--- src/rtl/decode_stage.sv ---
`default_nettype none
// ============================================================================
// Module   : decode_stage
// Brief    : RV32 decode register with a one-entry hold buffer and load-use bubble.
// Revision : 1.0
// ============================================================================
module decode_stage #(
    parameter logic [31:0] RESET_PC = 32'h0000_0000,
    parameter logic [31:0] NOP_INST = 32'h0000_0013
) (
    input  logic        Clock,
    input  logic        Reset,
    input  logic [31:0] InstIn,
    input  logic [31:0] PCIn,
    input  logic        InstValid,
    output logic        InstReady,
    input  logic        Stall,
    input  logic        Flush,
    output logic [6:0]  Opcode,
    output logic [2:0]  funct3,
    output logic [6:0]  funct7,
    output logic [4:0]  rd,
    output logic [4:0]  rs1,
    output logic [4:0]  rs2,
    output logic [19:0] immA,
    output logic [11:0] immB,
    output logic [6:0]  immC,
    output logic [4:0]  immD,
    output logic [31:0] PCOut,
    output logic        Valid,
    output logic        LoadUse
);

    localparam logic [6:0] c_OP_LUI    = 7'b0110111;
    localparam logic [6:0] c_OP_AUIPC  = 7'b0010111;
    localparam logic [6:0] c_OP_JAL    = 7'b1101111;
    localparam logic [6:0] c_OP_LOAD   = 7'b0000011;
    localparam logic [6:0] c_OP_STORE  = 7'b0100011;
    localparam logic [6:0] c_OP_BRANCH = 7'b1100011;
    localparam logic [6:0] c_OP_RTYPE  = 7'b0110011;

    logic [31:0] r_ir;
    logic [31:0] r_pc;
    logic        r_valid;
    logic [31:0] r_hold_inst;
    logic [31:0] r_hold_pc;
    logic        r_hold_full;

    logic        w_cand_valid;
    logic [31:0] w_cand_inst;
    logic [6:0]  w_cand_op;
    logic        w_uses_rs1;
    logic        w_uses_rs2;
    logic        w_load_use;

    // The hold buffer always outranks the live input as the next candidate.
    assign w_cand_valid = r_hold_full | InstValid;
    assign w_cand_inst  = r_hold_full ? r_hold_inst : InstIn;
    assign w_cand_op    = w_cand_inst[6:0];

    assign w_uses_rs1 = (w_cand_op != c_OP_LUI) && (w_cand_op != c_OP_AUIPC) &&
                        (w_cand_op != c_OP_JAL);
    assign w_uses_rs2 = (w_cand_op == c_OP_RTYPE) || (w_cand_op == c_OP_STORE) ||
                        (w_cand_op == c_OP_BRANCH);

    assign w_load_use = r_valid && (r_ir[6:0] == c_OP_LOAD) && (r_ir[11:7] != 5'd0) &&
                        w_cand_valid &&
                        ((w_uses_rs1 && (w_cand_inst[19:15] == r_ir[11:7])) ||
                         (w_uses_rs2 && (w_cand_inst[24:20] == r_ir[11:7])));

    always_ff @(posedge Clock) begin
        if (Reset) begin
            r_ir        <= NOP_INST;
            r_pc        <= RESET_PC;
            r_valid     <= 1'b0;
            r_hold_full <= 1'b0;
        end else if (Flush) begin
            r_ir        <= NOP_INST;
            r_valid     <= 1'b0;
            r_hold_full <= 1'b0;
        end else if (Stall) begin
            if (InstValid && !r_hold_full) begin
                r_hold_inst <= InstIn;
                r_hold_pc   <= PCIn;
                r_hold_full <= 1'b1;
            end
        end else if (w_load_use) begin
            r_ir    <= NOP_INST;
            r_valid <= 1'b0;
            if (!r_hold_full) begin
                r_hold_inst <= InstIn;
                r_hold_pc   <= PCIn;
                r_hold_full <= 1'b1;
            end
        end else if (r_hold_full) begin
            r_ir        <= r_hold_inst;
            r_pc        <= r_hold_pc;
            r_valid     <= 1'b1;
            r_hold_full <= 1'b0;
        end else if (InstValid) begin
            r_ir    <= InstIn;
            r_pc    <= PCIn;
            r_valid <= 1'b1;
        end else begin
            r_ir    <= NOP_INST;
            r_valid <= 1'b0;
        end
    end

    assign InstReady = !r_hold_full;
    assign LoadUse   = w_load_use;
    assign Opcode    = r_ir[6:0];
    assign funct3    = r_ir[14:12];
    assign funct7    = r_ir[31:25];
    assign rd        = r_ir[11:7];
    assign rs1       = r_ir[19:15];
    assign rs2       = r_ir[24:20];
    assign immA      = r_ir[31:12];
    assign immB      = r_ir[31:20];
    assign immC      = r_ir[31:25];
    assign immD      = r_ir[11:7];
    assign PCOut     = r_pc;
    assign Valid     = r_valid;

endmodule
`default_nettype wire
--- config.mk ---
export PLATFORM = sky130hd
export DESIGN_NAME = decode_stage
export DESIGN_NICKNAME = d
export VERILOG_FILES = /design/src/rtl/decode_stage.sv
export SDC_FILE = /design/constraint.sdc
export NUM_CORES = 1
export LEC_CHECK = 0
export ABC_AREA = 1
export CORE_MARGIN = 5
export CORE_UTILIZATION = 30
export DETAILED_ROUTE_END_ITERATION = 10
export PLACE_DENSITY_LB_ADDON = 0.12
export SYNTH_ARGS = -nofsm -noshare
export SYNTH_HDL_FRONTEND = slang
export SYNTH_SLANG_ARGS = --single-unit
--- constraint.sdc ---
create_clock -name Clock -period 16.3 [get_ports Clock]
set_input_delay 1.63 -clock Clock [delete_from_list [all_inputs] [get_ports Clock]]
set_output_delay 1.63 -clock Clock [all_outputs]
set_load 0.02 [all_outputs]
==> flow_metrics.env <==
export IMPL_numPortBuffers=179
export IMPL_initial_utilization_pct=30.64
export IMPL_cts_root_buf="clkbuf_16"
export IMPL_cts_tree="built"
export IMPL_cp_start_kind="primary input"
export IMPL_multi_input_area_um2=2163
export IMPL_avgSynthCellArea_um2=7.684
export IMPL_grt_total_usage_pct=14.39
export IMPL_power_switching_uw=219.9
export IMPL_row_count=52
export IMPL_critPathMaxStageDelay_ns=0.60
export IMPL_die_area_um2=23780
export IMPL_worst_pin_slew_ns=1.064
export IMPL_yosysUniqueCellTypes=28
export IMPL_arrival_ns=3.61
export IMPL_post_cts_resized=0
export IMPL_setup_worst_path_end_class="output port"
export IMPL_p_sw_share_pct=25.93
export IMPL_grt_max_degree=73
export IMPL_drc=0
export IMPL_synthesis_nets=881
export IMPL_dp_hpwl_um=11140
export IMPL_pwr_share_clk_pct=45.1
export IMPL_hold_buffers=0
export IMPL_finalHoldViolations=0
export IMPL_wire_per_inst_um=14.14
export IMPL_antenna_found_initial=1
export IMPL_layout_min_cycle_time_ns=5.242
export IMPL_slew_headroom_pct=28.95
export IMPL_powerDensity_nw_per_um2=100.1
export IMPL_slew_viol_final=0
export IMPL_area_growth_pct=35.75
export IMPL_drt_wl_total_um=17220
export IMPL_die_x_um=154.2
export IMPL_clk_pin_slew_worst_paths_ns=0.06
export IMPL_yosys_top_cells_area="edfxtp_1 31%, dfxtp_1 21%, nand2_1 17%"
export IMPL_drive_gt1_share_pct=5.274
export IMPL_seq_area_um2=3244
export IMPL_tns_ns=0
export IMPL_total_power_uw=848.0
export IMPL_synthCells=812
export IMPL_numCtsBuffers=17
export IMPL_yosysSeqAreaShare_pct=51.98
export IMPL_grt_pass1_wl_um=27200
export IMPL_power_leakage_uw=0.003615
export IMPL_status="finished, final reports clean"
export IMPL_core_area_um2=20360
export IMPL_cap_viol_max_count=0
export IMPL_path_class="in -> out"
export IMPL_chipHeight_um=154.2
export IMPL_synth_top_area_cell="edfxtp_1"
export IMPL_ant_nets=0
export IMPL_final_area_um2=8471
export IMPL_vias=5250
export IMPL_fin_nets=1004
export IMPL_gp_congestion=0.7787
export IMPL_cp_required_ns=14.67
export IMPL_placed_area_um2=7885
export IMPL_ir_worst_vdd_mv=0.06840
export IMPL_num_antenna_cells=0
export IMPL_synth_top_area_share_pct=30.80
export IMPL_max_freq_ghz=0.1908
export IMPL_layout_commonest_cell="nand2_1"
export IMPL_rsz0062_at_grt="no"
export IMPL_crit_top_cell="nand2_1"
export IMPL_most_common_layout_cells="284 x nand2_1, 178 x clkdlybuf4s50_1, 120 x nor2_1"
export IMPL_io_pins=180
export IMPL_cts_setup_buffers=0
export IMPL_vias_per_cell=4.310
export IMPL_clk_path_buf_depth=2
export IMPL_p_comb_share_pct=12.4
export IMPL_first_pass_iters=4
export IMPL_synth_warnings=0
export IMPL_critical_path_slowest_cell="clkdlybuf4s50_1"
export IMPL_setup_violations=0
export IMPL_grt_pass1_vias=5013
export IMPL_period_share_pct=32.16
export IMPL_crit_fanout=3
export IMPL_clkSinkCount=130
export IMPL_nFillCells=2091
export IMPL_fin_skew_ns=0.007363
export IMPL_clock_latency_ns=0.42
export IMPL_p_int_uw=628.1
export IMPL_drt_iter0_drc=242
export IMPL_power_frac_seq_pct=42.6
export IMPL_yosys_register_bits=130
export IMPL_hold_path_class="reg -> reg"
export IMPL_htreeDepth=4
export IMPL_path_cells="clkdlybuf4s50_1, nand2_1, nand2_1, inv_1, nand2_1, nand2_1, nand2_1, nor2_1, nand2_1, nand2_2, and3_1, clkdlybuf4s50_1"
export IMPL_overflow=0
export IMPL_synth_area_um2=6240
cell type report:
cell class | instances | share of cell area (%)
clock inverter | 15 | 1.891
tap | 270 | 3.988
sequential | 130 | 38.30
clock buffer | 17 | 5.022
multi-input combinational | 519 | 25.54
inverter | 82 | 3.634
timing repair buffer | 185 | 21.62
final timing paths:
| kind | from | endpoint | slack (ns) | cells past startpoint |
|---|---|---|---|---|
| worst min register to register | r_ir[14]$_SDFFE_PP0N_ | r_ir[14]$_SDFFE_PP0N_ | 0.48 | 2 |
| worst max-delay path | InstIn[19] | LoadUse | 11.06 | 12 |
| worst min-delay path | r_ir[14]$_SDFFE_PP0N_ | r_ir[14]$_SDFFE_PP0N_ | 0.48 | 2 |
| worst max register to register | r_hold_full$_SDFFE_PP0N_ | r_hold_pc[8]$_DFFE_PP_ | 12.93 | 14 |
kinds of logic after synthesis:
kind of cell	Yosys count	synth area share [%]
buffers and inverters	163	13.47
and+or+nand+nor	448	28.29
xor gates and xnor gates	1	0.1404
DFF	130	51.98
AOI/OAI and AO/OA	70	6.116
per-layer routing:
metal	track usage [%]	vias to the layer above	share of wire (%)	wire length, µm
met3	5.532	14	7.9	1358
met5	0	-	0.075	13
met1	18.53	2347	46	7944
met4	4.247	2	1.1	191
li1	-	2726	-	-
met2	22.52	161	45	7715
Yosys cell counts:
master,number
clkinv_1,1
buf_2,3
buf_6,6
xor2_1,1
a21boi_0,3
nand3_1,31
nand3_4,1
nor2_1,121
buf_4,48
clkbuf_1,21
o21bai_1,7
edfxtp_1,64
nand2_4,1
dfxtp_1,66
nor3_1,3
o21ai_1,3
nor3b_1,1
inv_1,80
inv_2,1
o21ai_2,1
nand2_2,4
o21ai_0,27
buf_1,3
a21oi_1,28
nand3b_1,1
nand2_1,284
o211ai_1,1
and3_1,1
critical path, delay by kind of cell:
kind	cells	cell delay, ns
AND/OR/NAND/NOR	9	0.83
buffers and inverters	3	1.13
power by group through the flow:
stage / sequential (µW) / combinational (µW) / clock, µW
floorplan: 375 / 53.2 / 0
global placement: 368 / 106 / 0
detailed placement: 368 / 106 / 0
CTS: 361 / 107 / 392
global route: 362 / 117 / 408
finish: 361 / 105 / 382
state kept, by name, summed over array words and instances (netlist names):
name	count
PCOut	32
r_hold_inst	32
r_hold_pc	32
r_ir	32
Valid	1
r_hold_full	1
metrics by stage:
stage | setup WS, ns | hold slack, ns | util [%] | instances
2_1_floorplan | 10.12 | 0.5200 | - | 812
4_1_cts | 11.05 | 0.4890 | 41.60 | 1218
5_1_grt | 10.93 | 0.5046 | 41.60 | 1218
3_3_place_gp | 11.06 | 0.4688 | 38.72 | 1186
6_report | 11.06 | 0.4845 | 41.60 | 1218
3_5_place_dp | 11.06 | 0.4803 | 38.72 | 1186
Power figures use the tool's default switching activity.
